===== src/rtl/sprite_rom_arbiter.sv =====
// Shares one synchronous sprite ROM between N_REQ pixel-side requesters.
// Round-robin arbitration with a strict-priority override for requester 0 during active video.
module sprite_rom_arbiter #(
  parameter int N_REQ   = 4,
  parameter int ADDR_W  = 10,
  parameter int DATA_W  = 8,
  parameter int ROM_LAT = 1
) (
  input  logic                      Clk_Pixel,
  input  logic                      Rst_N,
  input  logic                      Pri_Mode,
  input  logic [N_REQ-1:0]          Req,
  input  logic [N_REQ*ADDR_W-1:0]   Req_Addr,
  output logic [N_REQ-1:0]          Gnt,
  output logic [ADDR_W-1:0]         Rom_Addr,
  output logic                      Rom_En,
  input  logic [DATA_W-1:0]         Rom_Dout,
  output logic                      Rd_Valid,
  output logic [$clog2(N_REQ)-1:0]  Rd_Id,
  output logic [DATA_W-1:0]         Rd_Data,
  output logic                      Busy
);

  localparam int ID_W = $clog2(N_REQ);

  logic [ID_W-1:0]   ptr;
  logic [ID_W-1:0]   next_ptr;
  logic [ID_W-1:0]   win_id;
  logic [ID_W-1:0]   issue_id;
  logic [ID_W-1:0]   idx_c;
  logic [N_REQ-1:0]  gnt_c;
  logic [ADDR_W-1:0] win_addr;
  logic              rr_win;
  logic              found_c;
  logic              accept;
  logic              inflight;

  logic              vld_p [ROM_LAT];
  logic [ID_W-1:0]   id_p  [ROM_LAT];

  // Grant selection: priority override first, else scan from ptr with wrap.
  always_comb begin
    gnt_c   = '0;
    win_id  = '0;
    rr_win  = 1'b0;
    found_c = 1'b0;
    idx_c   = '0;
    if (Pri_Mode && Req[0]) begin
      gnt_c[0] = 1'b1;
    end else begin
      for (int k = 0; k < N_REQ; k++) begin
        idx_c = ID_W'((int'(ptr) + k) % N_REQ);
        if (!found_c && Req[idx_c]) begin
          found_c      = 1'b1;
          gnt_c[idx_c] = 1'b1;
          win_id       = idx_c;
        end
      end
      rr_win = found_c;
    end
  end

  always_comb begin
    win_addr = '0;
    for (int j = 0; j < N_REQ; j++) begin
      if (gnt_c[j]) win_addr = Req_Addr[j*ADDR_W +: ADDR_W];
    end
  end

  assign accept   = |gnt_c;
  assign next_ptr = ID_W'((int'(win_id) + 1) % N_REQ);
  assign Gnt      = gnt_c;

  // ---- issue stage: address register feeding the ROM ----
  always_ff @(posedge Clk_Pixel or negedge Rst_N) begin
    if (!Rst_N) begin
      ptr      <= '0;
      Rom_Addr <= '0;
      Rom_En   <= 1'b0;
      issue_id <= '0;
    end else begin
      Rom_En <= accept;
      if (accept) begin
        Rom_Addr <= win_addr;
        issue_id <= win_id;
      end
      // Priority grants leave the pointer alone so round-robin order resumes intact.
      if (rr_win) ptr <= next_ptr;
    end
  end

  // ---- return pipeline: {valid, id} tracks the ROM read latency ----
  always_ff @(posedge Clk_Pixel or negedge Rst_N) begin
    if (!Rst_N) begin
      for (int i = 0; i < ROM_LAT; i++) begin
        vld_p[i] <= 1'b0;
        id_p[i]  <= '0;
      end
    end else begin
      vld_p[0] <= Rom_En;
      id_p[0]  <= issue_id;
      for (int i = 1; i < ROM_LAT; i++) begin
        vld_p[i] <= vld_p[i-1];
        id_p[i]  <= id_p[i-1];
      end
    end
  end

  // ---- output stage: tag aligned with ROM douta ----
  assign Rd_Valid = vld_p[ROM_LAT-1];
  assign Rd_Id    = id_p[ROM_LAT-1];
  assign Rd_Data  = Rom_Dout;

  always_comb begin
    inflight = Rom_En;
    for (int i = 0; i < ROM_LAT; i++) inflight = inflight | vld_p[i];
  end

  assign Busy = (|Req) || inflight;

endmodule

===== config.mk =====
export PLATFORM = sky130hd
export DESIGN_NAME = sprite_rom_arbiter
export DESIGN_NICKNAME = d
export VERILOG_FILES = /design/src/rtl/sprite_rom_arbiter.sv
export SDC_FILE = /design/constraint.sdc
export NUM_CORES = 1
export LEC_CHECK = 0
export ABC_AREA = 1
export BUFFER_PORTS_ARGS = -buffer_cell sky130_fd_sc_hd__buf_2
export CELL_PAD_IN_SITES_DETAIL_PLACEMENT = 0
export CELL_PAD_IN_SITES_GLOBAL_PLACEMENT = 1
export CORE_ASPECT_RATIO = 1.2
export CORE_MARGIN = 2
export CORE_UTILIZATION = 31
export CTS_BUF_LIST = sky130_fd_sc_hd__clkbuf_8 sky130_fd_sc_hd__clkbuf_16
export DETAILED_ROUTE_END_ITERATION = 12
export HOLD_SLACK_MARGIN = 0.03
export PLACE_DENSITY_LB_ADDON = 0.05
export SLEW_MARGIN = 20
export SYNTH_ARGS = -nofsm -noshare
export SYNTH_HDL_FRONTEND = slang
export SYNTH_SLANG_ARGS = --single-unit

===== constraint.sdc =====
create_clock -name Clk_Pixel -period 3.1 [get_ports Clk_Pixel]
set_input_delay 0.465 -clock Clk_Pixel [delete_from_list [all_inputs] [get_ports Clk_Pixel]]
set_output_delay 0.465 -clock Clk_Pixel [all_outputs]
set_load 0.01 [all_outputs]

==> results.md, run 1 <==
* Outcome: completed
* GPL Wtd Cong at 0.740
* Clock root buffer: clkbuf_8
* Synthesized cell area at 0.00174 sq mm
* CTS Buffer Depth at 2
* Top layer in use: met4
* Global-route wire length before repair at 7760 microns
* DRT Pass-1 Iters at 4
* Die ar. at 0.00623 sq mm
* CP Max Fanout at 23
* Slew Viols, Final at 0
* Final setup violating endpoints at 0
* Max_slew headroom at 70.4%
* RSZ-0062 raised after global routing: no
* Min-delay worst type: in2async
* Net Switching at 1.60 mW
* DR vias at 1778
* Top post-synthesis cells by count: nand2_1 (103), nand3_1 (45), inv_1 (28)
* CTS tree: built
* Met2 WL at 2380 microns
* Worst Setup End Kind: output pin
* Initial antenna violation count at 0
* Via/cell ratio at 4.61
* Synth warnings at 0
* DRC at 0
* Sw Ratio at 55.4%
* Sequential area share after synthesis at 25.9%
* Worst stage delay on the critical path at 0.46 ns
* Worst Setup Path Type: reg2out
* Final worst-path cycle share at 91.7%
* Layout area overhead at 21.1%
* Wl on met1 at 1960 microns
* Critical Path AT at 2.38 ns
* Total power at 2.89 mW
* Post-detailed-route count of antenna-violating nets at 0
* Required @ worst endpoint at 2.63 ns
* Total Neg Setup Slack at 0 ns
* Layout cell share with drive strength beyond 1 at 30.9%
* Placed Cells at 382
* Fin. Hold Viols at 0
* Pwr/cell area at 1370 mW/mm^2
* Leakage power at 1.26 nW
* Pin count of the biggest net entering global routing at 24
* CORE AREA at 0.00537 sq mm
* Comb pwr share at 77.8%
* Starting Density at 32.4%
* Main synth FF type: dfrtp_1
* Fillers at 622
* Syn nets at 329
* Nets at 387
* Final Skew at 0.00275 ns
* Cell taking the most area after synthesis: dfrtp_1
* Critical Path, Cell by Cell: inv_2 -> ha_1 -> inv_1 -> nand3_1 -> nand2_1 -> nor2_4 -> a21oi_1 -> nand3_1 -> nand2_2 -> inv_1 -> buf_2
* Part of the power in registers at 15.6%
* PortBufs at 65
* Grt ovf at 0
* Least-Margin Pin Slew at 0.442 ns
* Max VDD drop at 0.576 mV
* DR iter-0 viols at 72
* Final HPWL from detailed placement at 3790 microns
* Finished Layout Cells at 386
* WL final at 4720 microns
* Die span in x at 72.4 microns
* Top cells by area, synth: dfrtp_1 (26%), nand2_1 (22%), nand3_1 (13%)
* Clock transition at path regs at 0.07 ns
* Max-Cap Viols at 0
* Fin util at 39.3%
* Flops & latches, synth at 18
* Vias in the first global route at 1698
* Post-synth EDFFs at 0
* CP Launch Type: flip-flop
* # hold bufs at CTS at 0
* Synthesized area per cell at 6.52 sq um
* Post-route minimum period at 2.84 ns
* Die Y at 86.1 microns
* Clock latency on the worst-skew pair at 0.25 ns
* Io pins at 82
* Synth async-reset ratio at 100%
* Int Power at 1.29 mW
* Slowest cell on crit path: dfrtp_2
* Post-synth top area share at 25.9%
* CTS buffer count at 3
* H-tree Lvls at 1
* Drt wl/cell at 12.2 microns
* Number of distinct library cells after synthesis at 27
* Clock share of power at 6.5%
* Met3 wire len at 335 microns
* Mapped Cells at 267
* # rows at 29
* Most common cell in the synthesized netlist: nand2_1
* Clock tree sinks at 18
* N_diodes at 0
* Post-CTS Setup Inserts at 0
* Overall global routing resource usage at 15.4%
* Fmax at 0.352 GHz
per-stage QoR:
stage / worst slack (ns) / instance area (sq um) / hold WS (ns)
3_3_place_gp: 0.353 / 2050 / 0.359
5_1_grt: 0.00350 / 2110 / 0.158
2_1_floorplan: 0.624 / 1740 / 0.169
4_1_cts: 0.121 / 2110 / 0.149
3_5_place_dp: 0.289 / 2050 / 0.367
6_report: 0.257 / 2110 / 0.137
placed cells by master (no fill, tap or decap), drive strengths merged:
master / n
a21boi: 3
a21oi: 4
buf: 71
clkbuf: 4
dfrtp: 18
ha: 7
inv: 31
nand2: 113
nand3: 48
nand4: 5
nor2: 6
nor3: 2
or2: 10
or3: 1
xor2: 1
cells by family (layout without fill, tap and decap cells):
| family | after synthesis | count (layout) | share of synthesized area (%) |
|---|---|---|---|
| xor gates and xnor gates | 1 | 1 | 0.503 |
| DFF | 18 | 18 | 25.9 |
| adders and majority gates | 7 | 7 | 5.03 |
| buffers and inverters | 49 | 106 | 14.8 |
| AOI/OAI and AO/OA | 7 | 7 | 2.88 |
| and+or+nand+nor | 185 | 185 | 50.9 |
critical path: cells and delay by family, from the launching register on:
family	cells	cell delay (ns)
DFF	1	0.46
and+or+nand+nor	5	0.68
AOI/OAI and AO/OA	1	0.09
buffers and inverters	4	0.47
adders and majority gates	1	0.40
layout make-up:
| cell class | instances | area (sq um) | area share [%] |
|---|---|---|---|
| Tap cell | 62 | 77.6 | 3.68 |
| Sequential cell | 18 | 452 | 21.4 |
| Multi-Input combinational cell | 200 | 1040 | 49.2 |
| Timing Repair Buffer | 71 | 370 | 17.6 |
| Clock buffer | 4 | 55.1 | 2.61 |
| Inverter | 31 | 116 | 5.52 |
power groups by stage:
stage,logic [mW],clock network [mW],registers (mW)
4_1_cts,2.32,0.195,0.453
5_1_grt,2.60,0.210,0.470
3_3_place_gp,2.30,0,0.451
6_report,2.25,0.189,0.451
3_5_place_dp,2.29,0,0.458
2_1_floorplan,1.73,0,0.502
what timing repair did:
action | in CTS | in global routing
pin swaps | 0 | 0
resized for setup | 1 | 1
endpoints found under the setup margin | 1 | 5
worst paths after layout:
path | startpoint | endpoint | slack (ns) | cells past startpoint
max | ptr[0] | Gnt[3] | 0.26 | 11
min | Rst_N | Rom_Addr[8] | 0.14 | 1
max reg2reg | ptr[0] | Rom_Addr[6] | 0.56 | 14
min reg2reg | issue_id[1] | Rd_Id[1] | 0.38 | 0
max in group asynchronous | Rst_N | ptr[0] | 2.65 | 1
min in group Clk_Pixel | issue_id[1] | Rd_Id[1] | 0.38 | 0
layer usage:
layer  up-vias  track usage (%)
met5         -                0
met4         0             1.85
met3         4             3.64
met2        57             28.4
met1       779             18.6
li1        938                -
registers in the layout (all words and copies together), names as in the netlist:
register and cells:
ptr 2, Rom_Addr 10, issue_id 2, Rom_En 1, Rd_Valid 1, Rd_Id 2
No activity file was read; power rests on OpenSTA's default activity.
==> run 2: changes to the inputs <==
--- a/config.mk
+++ b/config.mk
@@ -11,8 +11,8 @@
 export CELL_PAD_IN_SITES_GLOBAL_PLACEMENT = 1
 export CORE_ASPECT_RATIO = 1.2
 export CORE_MARGIN = 2
-export CORE_UTILIZATION = 31
-export CTS_BUF_LIST = sky130_fd_sc_hd__clkbuf_8 sky130_fd_sc_hd__clkbuf_16
+export CORE_UTILIZATION = 32
+export CTS_BUF_LIST = sky130_fd_sc_hd__clkbuf_4 sky130_fd_sc_hd__clkbuf_8
 export DETAILED_ROUTE_END_ITERATION = 12
 export HOLD_SLACK_MARGIN = 0.03
 export PLACE_DENSITY_LB_ADDON = 0.05
==> results.md, run 2 (synthesized netlist as in run 1, its figures left out) <==
* Clock tree sinks at 18 (unchanged)
* CP Max Fanout at 9 (-61%)
* Clock root buffer: clkbuf_8
* # rows at 29 (unchanged)
* Fin. Hold Viols at 0 (unchanged)
* Clock transition at path regs at 0.07 ns (about the same)
* Final Skew at 0.00363 ns (+0.000879 ns)
* DRC at 0 (unchanged)
* Critical Path Source: ptr[0]
* DRT Pass-1 Iters at 4 (unchanged)
* N_diodes at 0 (unchanged)
* Starting Density at 33.1% (+0.67 points)
* Total Neg Setup Slack at 0 ns (unchanged)
* Finished Layout Cells at 387 (+0.26%)
* Max_slew headroom at 73.4% (+3.0 points)
* Required @ worst endpoint at 2.63 ns (about the same)
* Worst reg2reg startpoint: ptr[0]
* WL final at 4670 microns (-1.1%)
* Final setup violating endpoints at 0 (unchanged)
* CTS buffer count at 3 (unchanged)
* Max VDD drop at 0.567 mV (-1.6%)
* Post-route minimum period at 2.83 ns (-0.0148 ns)
* Layout cell share with drive strength beyond 1 at 31.1% (+0.21 points)
* Overall global routing resource usage at 16.2% (+0.71 points)
* Commonest non-fill, non-tap cell in the layout: nand2_1
* # hold bufs at CTS at 0 (unchanged)
* Fmax at 0.354 GHz (+0.52%)
* Layout area overhead at 21.6%
* Global-route wire length before repair at 7800 microns (+0.45%)
* R2r setup slk at 0.62 ns (+0.06 ns)
* Final HPWL from detailed placement at 3820 microns (+0.83%)
* Min-delay worst type: in2async
* Nets at 388 (+0.26%)
* Clock latency on the worst-skew pair at 0.25 ns (about the same)
* CORE AREA at 0.00526 sq mm (-2.0%)
* Leakage power at 1.27 nW (+0.35%)
* Pwr/cell area at 1370 mW/mm^2 (-0.12%)
* GPL Wtd Cong at 0.782 (+5.6%)
* H-tree Lvls at 1 (unchanged)
* Outcome: completed
* Vias in the first global route at 1655 (-2.5%)
* CTS Buffer Depth at 2 (unchanged)
* Die span in x at 71.3 microns (-1.5%)
* Most frequent cells in the layout: nand2_1 (103), buf_2 (65), nand3_1 (45)
* PortBufs at 65 (unchanged)
* Slew Viols, Final at 0 (unchanged)
* R2R cell count at 13 (-1)
* Critical Path AT at 2.36 ns (-0.02 ns)
* CTS tree: built
* Die ar. at 0.00605 sq mm (-3.0%)
* Via/cell ratio at 4.56 (-0.93%)
* Max reg flops at 10 (unchanged)
* Final worst-path cycle share at 91.2% (-0.48 points)
* Pin count of the biggest net entering global routing at 19 (-21%)
* Placed Cells at 383 (+0.26%)
* Io pins at 82 (unchanged)
* RSZ-0062 raised after global routing: no
* Initial antenna violation count at 0 (unchanged)
* DR vias at 1766 (-0.67%)
* Die Y at 84.8 microns (-1.5%)
* Worst Setup End Kind: output pin
* Drt wl/cell at 12.1 microns (-1.4%)
* Max-Cap Viols at 0 (unchanged)
* Top reg by flops: Rom_Addr
* Worst Setup Path Type: reg2out
* Least-Margin Pin Slew at 0.399 ns (-0.0436 ns)
* DR iter-0 viols at 89 (+24%)
* R2R Path End: Rom_Addr[7]
* CP Launch Type: flip-flop
* Post-detailed-route count of antenna-violating nets at 0 (unchanged)
* Grt ovf at 0 (unchanged)
[run 2: layer usage]
metal	track usage (%)	part of all wire, %	vias to the layer above	wire [microns]
li1	-	-	941	-
met1	20.7	43	783	2000
met2	28.2	51	40	2390
met3	4.08	5.7	2	265
met4	1.54	0.19	0	9
met5	0	0	-	0
[run 2: worst max path at each step]
stage,endpoint,depth (start not counted)
5_1_grt,Busy,9
3_5_place_dp,Busy,9
4_1_cts,Busy,9
3_3_place_gp,Busy,9
2_1_floorplan,Busy,8
6_report,Busy,9
[run 2: report_power, final]
| group | switching, mW | internal, mW | total (mW) |
|---|---|---|---|
| logic | 1.45 | 0.808 | 2.26 |
| registers | 0.0671 | 0.381 | 0.448 |
| clock network | 0.0750 | 0.113 | 0.188 |
[run 2: final cells by class]
class	count	area [sq um]
Fill cell	600	3150
Multi-Input combinational cell	200	1040
Sequential cell	18	452
Timing Repair Buffer	72	378
Inverter	31	116
Tap cell	62	77.6
Clock buffer	4	55.1
[run 2: what timing repair did]
action | 4_1_cts | 5_1_grt
endpoints found under the setup margin | 1 | 2
buffers inserted | 0 | 0
gates resized for setup | 1 | 1
cloned | 0 | 0
endpoints found under the hold margin | 0 | 0
[run 2: per-stage QoR]
stage                     hold slack (ns)  worst slack [ns]  area, sq um  power (mW)  util [%]
after CTS                           0.139             0.130         2110        2.98      40.2
after detailed placement            0.366             0.280         2050        2.77      39.0
after global routing                0.162            0.0285         2120        3.29      40.2
after global placement              0.359             0.331         2050        2.76      39.0
after floorplan                     0.169             0.624         1740        2.23         -
final                               0.129             0.271         2120        2.90      40.2
[run 2: critical path, cell delays in order, from the launching register on]
cell and delay, ns:
dfrtp_2 0.46, inv_2 0.14, ha_1 0.39, inv_1 0.09, nand2_1 0.08, nand2_2 0.07, nor3_2 0.26, nand3_1 0.16
or3_1 0.32, buf_2 0.14
